--- config.mk ---
export PLATFORM = sky130hd
export DESIGN_NAME = mapper_trap_ctrl
export DESIGN_NICKNAME = d
export VERILOG_FILES = /design/src/rtl/mapper_trap_ctrl.sv
export SDC_FILE = /design/constraint.sdc
export NUM_CORES = 1
export LEC_CHECK = 0
export ABC_AREA = 1
export CAP_MARGIN = 0
export CORE_UTILIZATION = 53
export CTS_CLUSTER_SIZE = 20
export DETAILED_ROUTE_END_ITERATION = 10
export PLACE_DENSITY_LB_ADDON = 0.08
export SLEW_MARGIN = 10
export SYNTH_ARGS = -nofsm -noshare
export SYNTH_HDL_FRONTEND = slang
export SYNTH_SLANG_ARGS = --single-unit
--- constraint.sdc ---
create_clock -name clk -period 3.06 [get_ports clk]
set_clock_uncertainty 0.15 [all_clocks]
set_input_delay 0.612 -clock clk [delete_from_list [all_inputs] [get_ports clk]]
set_output_delay 0.612 -clock clk [all_outputs]
set_load 0.01 [all_outputs]
--- src/rtl/mapper_trap_ctrl.sv ---
// mapper_trap_ctrl: oversampled Z80 I/O mapper. It holds the bank registers,
// queues trapped I/O violations in a FIFO and sequences NMI delivery.
module mapper_trap_ctrl #(
    parameter int unsigned NUM_BANKS  = 4,
    parameter int unsigned BANK_W     = 8,
    parameter int unsigned TRAP_DEPTH = 4,
    parameter int unsigned NMI_CYCLES = 8
) (
    input  logic                         clk,
    input  logic                         reset,
    input  logic [7:0]                   data_in,
    output logic [7:0]                   data_out,
    output logic                         data_oe,
    input  logic                         wr_n,
    input  logic                         rd_n,
    input  logic                         iorq_n,
    input  logic                         m1_n,
    input  logic [7:0]                   io_addr,
    input  logic                         io_enable,
    input  logic                         irq_sys_n,
    input  logic [$clog2(NUM_BANKS)-1:0] page,
    output logic                         iorq_sys_n,
    output logic                         irq_n,
    output logic                         nmi_n,
    output logic [BANK_W-1:0]            bank_out
);

    localparam int unsigned IW  = $clog2(NUM_BANKS);
    localparam int unsigned PW  = $clog2(TRAP_DEPTH);
    localparam int unsigned CW  = PW + 1;
    localparam int unsigned PCW = $clog2(NMI_CYCLES + 1);

    typedef enum logic [1:0] {N_IDLE, N_PULSE, N_WAIT} nmi_state_t;

    // sample stage (s_*) and previous-sample stage (p_*)
    logic       s_wr_n, s_rd_n, s_iorq_n, s_m1_n, s_io_enable, s_irq_sys_n;
    logic [7:0] s_io_addr, s_data_in;
    logic       p_wr_n, p_rd_n, p_iorq_n, p_m1_n, p_hit;
    logic [2:0] p_addr;
    logic [7:0] p_data_in;
    logic [1:0] warm;

    logic [3:0]        ctrl_q;
    logic [IW-1:0]     bank_index;
    logic [BANK_W-1:0] banks [NUM_BANKS];

    logic       v_act, v_dir, v_got;
    logic [7:0] v_port, v_data;

    logic [7:0] f_port [TRAP_DEPTH];
    logic [7:0] f_data [TRAP_DEPTH];
    logic       f_dir  [TRAP_DEPTH];
    logic [PW-1:0] wr_ptr, rd_ptr;
    logic [CW-1:0] count;
    logic          overflow;

    nmi_state_t state, next_state;
    logic [PCW-1:0] pcnt;
    logic nmi_n_d, nmi_busy;

    logic virtual_enable, nmi_enable, irq_intercept, force_irq;
    logic s_hit, ev_ok, io_start, io_end, p_map, reg_wr, pop_req, rd_active;
    logic push_req, do_push, do_pop, full, empty, ovf_set, clr_ovf;
    logic [7:0] rd_mux;

    assign virtual_enable = ctrl_q[0];
    assign nmi_enable     = ctrl_q[1];
    assign irq_intercept  = ctrl_q[2];
    assign force_irq      = ctrl_q[3];

    // forwarded I/O request is the only combinational output
    assign iorq_sys_n = iorq_n | (m1_n & ((io_enable & (io_addr[7:3] == 5'd0)) | virtual_enable));

    // event decode on sampled bus; blocked until both sample stages hold post-reset data
    always_comb begin
        s_hit     = s_io_enable && (s_io_addr[7:3] == 5'd0);
        ev_ok     = warm[1];
        io_start  = ev_ok && p_iorq_n && !s_iorq_n && s_m1_n;
        io_end    = ev_ok && !p_iorq_n && s_iorq_n;
        p_map     = ev_ok && !p_iorq_n && p_m1_n && p_hit;
        reg_wr    = p_map && !p_wr_n && s_wr_n;
        pop_req   = p_map && !p_rd_n && s_rd_n && (p_addr == 3'd6);
        rd_active = ev_ok && !s_iorq_n && s_m1_n && s_hit && !s_rd_n;
        clr_ovf   = reg_wr && (p_addr == 3'd1) && p_data_in[7];
        push_req  = io_end && v_act;
        full      = (count == CW'(TRAP_DEPTH));
        empty     = (count == '0);
        do_pop    = pop_req && !empty;
        do_push   = push_req && (!full || do_pop);
        ovf_set   = push_req && full && !do_pop;
    end

    // bus sampling; inactive level is 1
    always_ff @(posedge clk) begin
        if (reset) begin
            s_wr_n <= 1'b1; s_rd_n <= 1'b1; s_iorq_n <= 1'b1; s_m1_n <= 1'b1;
            s_io_enable <= 1'b0; s_irq_sys_n <= 1'b1;
            s_io_addr <= 8'hFF; s_data_in <= 8'hFF;
            p_wr_n <= 1'b1; p_rd_n <= 1'b1; p_iorq_n <= 1'b1; p_m1_n <= 1'b1;
            p_hit <= 1'b0; p_addr <= 3'd7; p_data_in <= 8'hFF;
            warm <= 2'b00;
        end else begin
            s_wr_n <= wr_n; s_rd_n <= rd_n; s_iorq_n <= iorq_n; s_m1_n <= m1_n;
            s_io_enable <= io_enable; s_irq_sys_n <= irq_sys_n;
            s_io_addr <= io_addr; s_data_in <= data_in;
            p_wr_n <= s_wr_n; p_rd_n <= s_rd_n; p_iorq_n <= s_iorq_n; p_m1_n <= s_m1_n;
            p_hit <= s_hit; p_addr <= s_io_addr[2:0]; p_data_in <= s_data_in;
            warm <= {warm[0], 1'b1};
        end
    end

    // mapper register writes commit on the write strobe rising edge
    always_ff @(posedge clk) begin
        if (reset) begin
            ctrl_q     <= 4'd0;
            bank_index <= '0;
            for (int i = 0; i < NUM_BANKS; i++) banks[i] <= '0;
        end else if (reg_wr) begin
            case (p_addr)
                3'd1: ctrl_q <= p_data_in[3:0];
                3'd2: bank_index <= p_data_in[IW-1:0];
                3'd3: banks[bank_index] <= p_data_in[BANK_W-1:0];
                default: ;
            endcase
        end
    end

    // violation capture: port and direction at start, first written data byte
    always_ff @(posedge clk) begin
        if (reset) begin
            v_act <= 1'b0; v_dir <= 1'b0; v_got <= 1'b0;
            v_port <= 8'hFF; v_data <= 8'hFF;
        end else begin
            if (io_start) begin
                v_act  <= virtual_enable && !s_hit;
                v_port <= s_io_addr;
                v_dir  <= !s_wr_n;
                v_got  <= !s_wr_n;
                v_data <= !s_wr_n ? s_data_in : 8'hFF;
            end else if (v_act && !s_wr_n && !v_got) begin
                v_dir  <= 1'b1;
                v_got  <= 1'b1;
                v_data <= s_data_in;
            end
            if (io_end) v_act <= 1'b0;
        end
    end

    // trap FIFO storage
    always_ff @(posedge clk) begin
        if (do_push) begin
            f_port[wr_ptr] <= v_port;
            f_data[wr_ptr] <= v_data;
            f_dir[wr_ptr]  <= v_dir;
        end
    end

    // trap FIFO pointers, occupancy and sticky overflow
    always_ff @(posedge clk) begin
        if (reset) begin
            wr_ptr <= '0; rd_ptr <= '0; count <= '0; overflow <= 1'b0;
        end else begin
            if (do_push) wr_ptr <= wr_ptr + PW'(1);
            if (do_pop)  rd_ptr <= rd_ptr + PW'(1);
            case ({do_push, do_pop})
                2'b10:   count <= count + CW'(1);
                2'b01:   count <= count - CW'(1);
                default: ;
            endcase
            if (ovf_set)      overflow <= 1'b1;
            else if (clr_ovf) overflow <= 1'b0;
        end
    end

    // NMI state register and pulse counter
    always_ff @(posedge clk) begin
        if (reset) begin
            state <= N_IDLE;
            pcnt  <= '0;
        end else begin
            state <= next_state;
            pcnt  <= (state == N_PULSE) ? pcnt + PCW'(1) : '0;
        end
    end

    // NMI next-state logic
    always_comb begin
        next_state = state;
        case (state)
            N_IDLE:  if (nmi_enable && (do_push || !empty)) next_state = N_PULSE;
            N_PULSE: if (pcnt == PCW'(NMI_CYCLES - 1)) next_state = N_WAIT;
            N_WAIT:  if (empty) next_state = N_IDLE;
            default: next_state = N_IDLE;
        endcase
    end

    // NMI outputs; nmi_n is registered from the next state so it aligns with N_PULSE
    always_comb begin
        nmi_n_d  = (next_state != N_PULSE);
        nmi_busy = (state != N_IDLE);
    end

    // register read multiplexer
    always_comb begin
        rd_mux = 8'hFF;
        case (s_io_addr[2:0])
            3'd0: rd_mux = {overflow, nmi_busy, empty, full, 4'(count)};
            3'd1: rd_mux = {4'd0, ctrl_q};
            3'd2: rd_mux = 8'(bank_index);
            3'd3: rd_mux = 8'(banks[bank_index]);
            3'd4: rd_mux = empty ? 8'hFF : f_port[rd_ptr];
            3'd5: rd_mux = empty ? 8'hFF : {7'd0, f_dir[rd_ptr]};
            3'd6: rd_mux = empty ? 8'hFF : f_data[rd_ptr];
            default: rd_mux = 8'hFF;
        endcase
    end

    // registered outputs
    always_ff @(posedge clk) begin
        if (reset) begin
            data_oe  <= 1'b0;
            data_out <= 8'hFF;
            nmi_n    <= 1'b1;
            irq_n    <= 1'b1;
            bank_out <= '0;
        end else begin
            data_oe  <= rd_active;
            data_out <= rd_active ? rd_mux : 8'hFF;
            nmi_n    <= nmi_n_d;
            irq_n    <= irq_intercept ? !force_irq : s_irq_sys_n;
            bank_out <= banks[page];
        end
    end

endmodule

==> impl_metrics.py <==
metrics = {
    "timing": {
        "finalSetupViolations": 0,
        "period_share_pct": 92.0,
        "slew_headroom_pct": 27.2,
        "max_freq_mhz": 355,
        "rsz0062_at_grt": "false",
        "min_period_ns": 2.82,
        "finalHoldViolations": 0,
        "finalMaxSlewViolations": 0,
        "tightest_slew_ns": 1.09,
        "timing.setup.tns_ns": 0,
    },
    "worst_setup_path": {
        "crit_type": "in -> out",
        "critPathLaunchType": "input pin",
        "required_ns": 2.30,
        "critPathArrivalTime_ns": 2.05,
        "cp_max_fo": 2,
        "cp-end-kind": "output pin",
    },
    "cts": {
        "clk_pin_slew_ns": 0.05,
        "cts_root_buf": "clkbuf_16",
        "postCtsResizedCells": 0,
        "cts.sinks": 201,
        "ctsHoldBuffers": 0,
        "clockBufferDepth": 3,
        "post_cts_buffers": 0,
        "cts_max_level": 1,
        "tritoncts": "done",
        "cts_buffers": 20,
        "clock_latency_ns": 0.49,
    },
    "route": {
        "wl_met3_mm": 1.38,
        "drtAntennaViolNets": 0,
        "wl_per_cell_um": 17.1,
        "totalWireLength_mm": 18.0,
        "remaining_drc_errors": 0,
        "dr.pass1.iters": 5,
        "dr.first_iter.drc_count": 469,
        "dr_wl_met2_mm": 8.39,
        "drt-vias-per-instance": 5.51,
        "vias": 5813,
        "wirelength_met1_mm": 7.76,
        "highest_layer": "met4",
    },
    "die": {
        "rows": 44,
        "die_y_um": 124,
        "core_um2": 14500,
        "die-area_um2": 15400,
        "boundaryPins": 46,
        "start_util_pct": 54.3,
        "chipWidth_um": 124,
    },
    "worst_hold_path": {
        "hp-class": "reg -> reg",
    },
    "synth": {
        "ys_async_sr_fraction_pct": 0,
        "synth_nets": 839,
        "seq_area_frac_synth_pct": 63.7,
        "synth_cell_types": 32,
        "ys_seq_elements": 201,
        "synth_ff_type": "dfxtp_1",
        "synth_warnings": 0,
        "synth_edf_count": 100,
        "syn_inst": 807,
        "syn_area_um2": 7890,
        "syn_avg_cell_area_um2": 9.78,
    },
    "status": {
        "outcome": "completed",
    },
    "place": {
        "hpwl_mm": 12.8,
        "gp_congestion": 0.977,
        "portBuffers": 45,
    },
    "power": {
        "leakage_nw": 3.63,
        "p_per_area_nw_per_um2": 615,
        "ir_worst_vdd_v": 0.000430,
    },
    "global_routing": {
        "grt_pass1_wl_mm": 28.5,
        "overflow": 0,
        "grt_max_degree": 51,
        "antenna_found_initial": 0,
        "grt_pass1_vias": 5420,
        "grt_use_total_pct": 24.8,
    },
    "layout": {
        "diodes": 0,
        "area_growth_pct": 17.1,
        "fin_nets": 889,
        "post-route-util_pct": 63.6,
        "layout-drive-gt1-share_pct": 9.30,
    },
    "flow_run": {
        "maxCapViolCount": 0,
    },
}
## power breakdown
part	internal, W	switching (W)
Clock	0.00162	0.000971
Sequential	0.00287	0.0000362
Combinational	0.0000847	0.000111
Total	0.00457	0.00112
## cells by family (layout without fill, tap and decap cells)
logic type      after synthesis  count (layout)  share of synthesized area (%)
flops                       201             201                           63.7
buf+inv                     109             173                           5.41
compound gates              163             163                           11.5
fa+ha+maj                     6               6                           1.05
simple gates                328             328                           18.4
## cells in the mapped netlist, types with 2 or more instances
master	n	area share, %
nor3_1	16	1.0
or2_2	26	2.1
ha_1	5	0.79
o211ai_1	18	1.7
o21ai_0	80	5.1
clkbuf_1	21	1.0
nand4_1	9	0.71
nand2_1	102	4.9
dfxtp_1	101	26
nor2_1	127	6.0
o22ai_1	3	0.24
nand3_1	37	2.3
inv_1	75	3.6
o221ai_1	8	0.89
edfxtp_1	100	38
buf_2	8	0.51
nor2_2	3	0.24
inv_2	4	0.19
a21oi_1	50	3.2
nand2_4	2	0.29
## sequential cells by signal, indices dropped and copies added, names as in the netlist, 3 cells and up, named ones only
name and flops:
count 3, data_out 8, v_data 8, f_dir 4, bank_out 8, f_port 32, banks 32, s_data_in 8
s_io_addr 8, p_addr 3, pcnt 4, v_port 8, f_data 32, p_data_in 8, ctrl_q 4
## critical path: stages
cell             delay [ns]
clkdlybuf4s50_1        0.41
inv_1                  0.08
nand4_1                0.09
nor3_1                 0.17
o21ai_0                0.10
nand2_1                0.06
clkdlybuf4s50_1        0.52
## layout make-up
cell class	instances	area, um2
clock buffer	27	558
clock inverter	9	144
fill	1190	5290
inverter	79	297
multi-input combinational	497	2440
sequential	201	5020
tap	184	230
timing repair buffer	58	548
## metal layers
| metal | GRT usage [%] | up-vias |
|---|---|---|
| met5 | 0 | - |
| met4 | 8.33 | 0 |
| met3 | 4.44 | 37 |
| met2 | 40.2 | 246 |
| met1 | 33.6 | 2701 |
| li1 | - | 2829 |
## path summary, 6_finish.rpt
kind                            from                     end  slack [ns]  depth (start not counted)
setup / recovery          io_addr[7]              iorq_sys_n        0.24                          7
hold / removal       warm[0]$_DFF_P_      warm[1]$_SDFF_PP0_        0.26                          2
setup reg to reg  warm[1]$_SDFF_PP0_  v_data[0]$_SDFFE_PP1P_        0.69                          7
hold reg to reg      warm[0]$_DFF_P_      warm[1]$_SDFF_PP0_        0.26                          2
## per-stage QoR
| step | instance area [um2] | hold slack [ns] | worst slack (ns) | cells | total power, W |
|---|---|---|---|---|---|
| after floorplan | 7890 | 0.238 | 0.792 | 807 | 0.00306 |
| after global placement | 8540 | 0.243 | 0.245 | 1019 | 0.00315 |
| after detailed placement | 8540 | 0.251 | 0.264 | 1019 | 0.00316 |
| after CTS | 9240 | 0.261 | 0.251 | 1055 | 0.00572 |
| after global routing | 9240 | 0.299 | 0.0440 | 1055 | 0.00586 |
| final | 9240 | 0.255 | 0.244 | 1055 | 0.00569 |
## cells in the final DEF (no fill, tap or decap)
master	n
fa_1	1
nand3_1	37
buf_4	13
clkinv_1	3
nand3_4	1
clkinvlp_4	1
nor2_1	127
ha_1	5
or2_2	26
inv_1	75
nand2_4	2
clkbuf_8	1
dfxtp_1	101
o21ai_0	80
o221ai_1	8
nor2_4	1
o21a_1	1
nor3b_1	1
bufinv_16	4
nor3_4	1
a21oi_1	50
clkbuf_1	5
clkbuf_16	21
o22ai_1	3
nand4_1	9
edfxtp_1	100
o211ai_1	18
nor3_2	1
inv_2	4
nor3_1	16
a211oi_1	1
clkdlybuf4s50_1	45
a21boi_0	1
o21bai_1	1
nand2_1	102
nand2_2	1
nor2_2	3
clkinv_2	1
Power figures use the tool's default switching activity.
